<file path="config.mk">
export PLATFORM = sky130hd
export DESIGN_NAME = q_update_pipe
export DESIGN_NICKNAME = d
export VERILOG_FILES = /design/src/rtl/q_update_pipe.sv
export SDC_FILE = /design/constraint.sdc
export NUM_CORES = 1
export LEC_CHECK = 0
export BUFFER_PORTS_ARGS = -buffer_cell sky130_fd_sc_hd__buf_2
export CAP_MARGIN = 20
export CORE_MARGIN = 2
export CORE_UTILIZATION = 55
export DETAILED_ROUTE_END_ITERATION = 16
export GPL_ROUTABILITY_DRIVEN = 0
export HOLD_SLACK_MARGIN = 0.08
export PLACE_DENSITY = 0.84
export SLEW_MARGIN = 20
export SYNTH_ARGS = -nofsm -noshare
export SYNTH_HDL_FRONTEND = slang
export SYNTH_SLANG_ARGS = --single-unit
</file>
<file path="constraint.sdc">
create_clock -name clk -period 5.2 [get_ports clk]
set_input_delay 1.04 -clock clk [delete_from_list [all_inputs] [get_ports clk]]
set_output_delay 1.04 -clock clk [all_outputs]
set_load 0.02 [all_outputs]
</file>
<file path="src/rtl/q_update_pipe.sv">
// q_update_pipe
//   Three-stage valid/ready Q-learning update engine:
//     new_q = sat(old_q + ((rt + (max_q >>> gamma) - old_q) >>> alpha))
//   With ACCUMULATE = 0 the old_q term is not added back and only the
//   scaled TD term is produced. A saturating counter tallies clipped
//   results as they are handed downstream.
//
// Ports
//   clk, rst_n            clock (rising edge), asynchronous active-low reset
//   in_valid / in_ready   input handshake
//   old_q, max_q, rt      signed DATA_W operands
//   gamma, alpha          right-shift amounts (discount, learning rate)
//   out_valid / out_ready output handshake
//   new_q, sat            saturated result and clip flag (held while stalled)
//   sat_count, sat_clear  saturated-result counter (sticks at all-ones), sync clear
module q_update_pipe #(
   parameter int DATA_W     = 16,
   parameter int SHIFT_W    = 4,
   parameter int ACCUMULATE = 1,
   parameter int CNT_W      = 16
) (
   input  logic                     clk,
   input  logic                     rst_n,
   input  logic                     in_valid,
   output logic                     in_ready,
   input  logic signed [DATA_W-1:0] old_q,
   input  logic signed [DATA_W-1:0] max_q,
   input  logic signed [DATA_W-1:0] rt,
   input  logic [SHIFT_W-1:0]       gamma,
   input  logic [SHIFT_W-1:0]       alpha,
   output logic                     out_valid,
   input  logic                     out_ready,
   output logic signed [DATA_W-1:0] new_q,
   output logic                     sat,
   output logic [CNT_W-1:0]         sat_count,
   input  logic                     sat_clear
);

   localparam int TD_W  = DATA_W + 2;
   localparam int RES_W = DATA_W + 3;

   localparam logic signed [RES_W-1:0] Q_MAX = {{4{1'b0}}, {(DATA_W-1){1'b1}}};
   localparam logic signed [RES_W-1:0] Q_MIN = {{4{1'b1}}, {(DATA_W-1){1'b0}}};

   // Stage 1 registers
   logic                     s1_valid;
   logic signed [DATA_W-1:0] s1_old;
   logic signed [DATA_W-1:0] s1_rt;
   logic signed [DATA_W-1:0] s1_sm;
   logic [SHIFT_W-1:0]       s1_alpha;

   // Stage 2 registers
   logic                     s2_valid;
   logic signed [TD_W-1:0]   s2_td;
   logic signed [DATA_W-1:0] s2_old;
   logic [SHIFT_W-1:0]       s2_alpha;

   logic s1_ready;
   logic s2_ready;
   logic s3_ready;

   logic signed [DATA_W-1:0] sm_next;
   logic signed [TD_W-1:0]   td_next;
   logic signed [TD_W-1:0]   delta;
   logic signed [RES_W-1:0]  res;
   logic signed [DATA_W-1:0] q_next;
   logic                     sat_next;

   // A stage may load when it is empty or its content moves on this edge;
   // the chain is combinational from out_ready so a full pipe still
   // accepts one item per cycle.
   assign s3_ready = !out_valid || out_ready;
   assign s2_ready = !s2_valid  || s3_ready;
   assign s1_ready = !s1_valid  || s2_ready;
   assign in_ready = s1_ready;

   always_comb begin
      sm_next  = max_q >>> gamma;
      td_next  = TD_W'(s1_rt) + TD_W'(s1_sm) - TD_W'(s1_old);
      delta    = s2_td >>> s2_alpha;
      if (ACCUMULATE != 0) begin
         res = RES_W'(s2_old) + RES_W'(delta);
      end else begin
         res = RES_W'(delta);
      end
      q_next   = res[DATA_W-1:0];
      sat_next = 1'b0;
      if (res > Q_MAX) begin
         q_next   = Q_MAX[DATA_W-1:0];
         sat_next = 1'b1;
      end else if (res < Q_MIN) begin
         q_next   = Q_MIN[DATA_W-1:0];
         sat_next = 1'b1;
      end
   end

   always_ff @(posedge clk or negedge rst_n) begin
      if (!rst_n) begin
         s1_valid  <= 1'b0;
         s1_old    <= '0;
         s1_rt     <= '0;
         s1_sm     <= '0;
         s1_alpha  <= '0;
         s2_valid  <= 1'b0;
         s2_td     <= '0;
         s2_old    <= '0;
         s2_alpha  <= '0;
         out_valid <= 1'b0;
         new_q     <= '0;
         sat       <= 1'b0;
      end else begin
         if (s1_ready) begin
            s1_valid <= in_valid;
            s1_old   <= old_q;
            s1_rt    <= rt;
            s1_sm    <= sm_next;
            s1_alpha <= alpha;
         end
         if (s2_ready) begin
            s2_valid <= s1_valid;
            s2_td    <= td_next;
            s2_old   <= s1_old;
            s2_alpha <= s1_alpha;
         end
         if (s3_ready) begin
            out_valid <= s2_valid;
            // Result registers only move when a real item arrives.
            if (s2_valid) begin
               new_q <= q_next;
               sat   <= sat_next;
            end
         end
      end
   end

   // Clear has priority over a coincident counting event.
   always_ff @(posedge clk or negedge rst_n) begin
      if (!rst_n) begin
         sat_count <= '0;
      end else if (sat_clear) begin
         sat_count <= '0;
      end else if (out_valid && out_ready && sat && (sat_count != '1)) begin
         sat_count <= sat_count + CNT_W'(1);
      end
   end

endmodule

</file>
==> results.md <==
* Worst Path Required at 5.48 ns
* Crit path capture type: register
* Most common cell after layout, fill and taps aside: nand2_1
* DRC at 0
* Mapped Area at 0.008418 mm²
* Worst path arrival time at 4.99 ns
* Fraction of registers with async set or reset after synthesis at 100.0%
* Max cap viols at 0
* Synthesized Nets at 1,079
* # rows at 45
* Measured slew at the worst slew-check pin at 0.8705 ns
* # diodes at 0
* Top post-synthesis cells by area: dfrtp_1, nand2_1, ha_1
* Cells after synthesis at 964
* Largest net degree at the start of global routing at 78
* Die Height at 127.7 µm
* Setup repair bufs after CTS at 0
* Sequential power share at 27.4%
* Max-slew headroom at 41.97%
* Predominant post-synthesis flop cell: dfrtp_1
* Avg Vias per Cell at 5.587
* Comb pwr share at 50.3%
* Switching Share at 40.98%
* Hold Startpoint: s1_alpha[2]$_DFFE_PN0P_
* Vias in the first global route at 6,643
* P_sw at 2.107 mW
* Post-synth top area share at 37.46%
* Largest area contributor in the netlist: dfrtp_1
* Tmin final at 4.712 ns
* Die area at 0.01631 mm²
* H-tree depth reported by CTS at 4
* Initial antenna violation count at 0
* Setup TNS at 0 ns
* Post-detailed-routing wire length at 18.24 mm
* P per Cell Area at 537.9 mW/mm²
* Wirelength per Cell at 14.74 µm
* Hold EP: s1_alpha[2]$_DFFE_PN0P_
* CTS max path bufs at 2
* Distinct cells, synth at 68
* DR iter-0 viols at 434
* 1st-pass router iterations at 5
* Skew final at 0.009949 ns
* CP startpoint: s2_alpha[1]$_DFFE_PN0P_
* F_max at 212.2 MHz
* Layout cell share with drive strength beyond 1 at 16.95%
* Num CTS Buffers at 17
* Core ar. at 0.01509 mm²
* Clock Sinks at 126
* Post-CTS Hold Fix Bufs at 0
* CP Cell Sequence: mux2i_1 > mux2i_1 > nor2b_1 > nor2_1 > o21ai_0 > inv_1 > ha_1 > a211oi_2 > o21bai_2 > a211oi_2 > o21ai_2 > a21boi_2 > mux2_2 > o311ai_4 > o211ai_1
* Fin cells at 1,238
* First-pass GRT wire length at 30.84 mm
* Reg clk slew, reported paths at 0.06 ns
* P_int at 3.034 mW
* Layout area overhead at 13.54%
* CP max FO at 22
* Clock power share at 22.3%
* Clk_lat worst skew at 0.43 ns
* Post-DP HPWL at 13.56 mm
* Starting Density at 55.79%
* Antenna-violating nets left at 0
* CP peak stage delay at 0.91 ns
* Reg2reg start: s2_alpha[1]$_DFFE_PN0P_
* Worst Hold Margin at 0.4670 ns
* Reg2reg setup slack at 0.49 ns
* WS Path Type: register to register
* RSZ-0062 raised after global routing: false
* Status: completed
* Routed vias at 6,917
* Crit-path slowest cell: dfrtp_1
* Tot Pwr at 5.141 mW
* I/O Buffers at 95
* VDD IR max at 318.0 µV
* Final setup viols at 0
* P_leak at 4.701 nW
* Final Hold Vio Count at 0
* I/O pin total at 96
* CTS Root Cell: clkbuf_16
* TritonCTS clock tree: done
* Hold Path Class: register to register
* Register area share after synthesis at 37.46%
* Hold path cells at 2
* Most frequent cells in the layout: nand2_1, dfrtp_1, buf_2
* Yosys reg bits at 126
* FF-to-FF End: new_q[9]$_DFFE_PN0P_
* Width of the chip at 127.7 µm
* Max Slew Vio Count at 0
* Final nets at 1,152
* Total track usage at 23.43%
* Worst reg-to-reg path cell count at 15
* Tcrit/Tclk final at 90.62%
* Yosys warns at 0
* Overflow after GRT at 0
* Startpoint class of the critical path: register
* Number of synthesized flops with an enable pin at 0
* Cts repair resizes at 0
* Syn avg cell area at 8.732 µm²
* Final Core Density at 63.34%
* Dpl cells at 1,206
==> registers in the layout, indices dropped and copies added (netlist names) <==
name	cells
s2_valid	1
s2_old	16
s1_rt	16
s1_sm	16
new_q	16
sat	1
s1_alpha	4
s1_old	16
out_valid	1
s2_alpha	4
sat_count	16
s1_valid	1
s2_td	18
==> critical path: cells and delay by family (launching register included) <==
kind | cells | cell delay, ns
compound gates | 8 | 2.09
fa+ha+maj | 1 | 0.32
simple gates | 2 | 0.18
mux | 3 | 0.97
flops | 1 | 0.91
buf+inv | 1 | 0.09
==> final cells by class <==
cell class / instances / area [µm²]
clock buffers: 23 / 457.9
clock inverters: 9 / 111.4
fillers: 1287 / 5532
inverters: 88 / 330.3
multi-input cells: 704 / 4755
flip-flops and latches: 126 / 3153
well taps: 188 / 235.2
repair buffers: 100 / 515.5
==> stage by stage <==
stage / area [µm²] / worst slack [ns]
global route: 9558 / 0.1604
finish: 9558 / 0.4880
global placement: 8989 / 0.7078
CTS: 9558 / 0.4806
floorplan: 8418 / 1.131
detailed placement: 8989 / 0.5041
==> synthesized netlist by cell type, types with 3 or more instances <==
library cell    n
nand2_1       212
dfrtp_1       126
inv_1          87
o21ai_0        70
a21oi_1        65
nor2_1         63
clkbuf_1       38
ha_1           37
mux2i_1        35
o211ai_1       20
fa_1           17
xnor2_1        17
xor2_1         17
mux2_2         14
a211oi_1       11
mux4_2          9
a21o_1          8
nand2b_1        8
nor2b_1         8
or3_1           8
a31oi_1         6
and2_1          6
nand4_1         6
buf_1           5
nor3_1          4
o21bai_1        4
a211o_1         3
a311oi_1        3
and3_1          3
nand3_1         3
o21a_1          3
or2_2           3
==> worst max path at each step <==
stage,end,depth (start not counted),slack (ns)
final,new_q[9]$_DFFE_PN0P_,15,0.49
after floorplan,new_q[11]$_DFFE_PN0P_,18,1.13
after CTS,new_q[9]$_DFFE_PN0P_,15,0.48
after detailed placement,new_q[9]$_DFFE_PN0P_,15,0.50
after global routing,new_q[14]$_DFFE_PN0P_,15,0.16
after global placement,new_q[14]$_DFFE_PN0P_,13,0.71
==> cell families after synthesis <==
kind of cell | synth area share [%]
buf+inv | 6.094
compound gates | 17.88
flops | 37.46
simple gates | 16.53
mux | 8.442
fa+ha+maj | 9.542
xor+xnor | 4.058
==> power groups by stage <==
| stage | registers, mW | clock network, mW | logic, mW |
|---|---|---|---|
| floorplan | 1.42 | 0 | 2.02 |
| global placement | 1.41 | 0 | 2.48 |
| detailed placement | 1.42 | 0 | 2.56 |
| CTS | 1.41 | 1.17 | 2.58 |
| global route | 1.44 | 1.21 | 2.88 |
| finish | 1.41 | 1.15 | 2.59 |
==> layer usage <==
metal	routed length, µm	GRT usage [%]	vias up
li1	-	-	3404
met4	417	8.920	0
met1	8213	30.21	3313
met3	722	4.591	34
met2	8888	39.29	166
met5	0	0	-
Power figures use the tool's default switching activity.
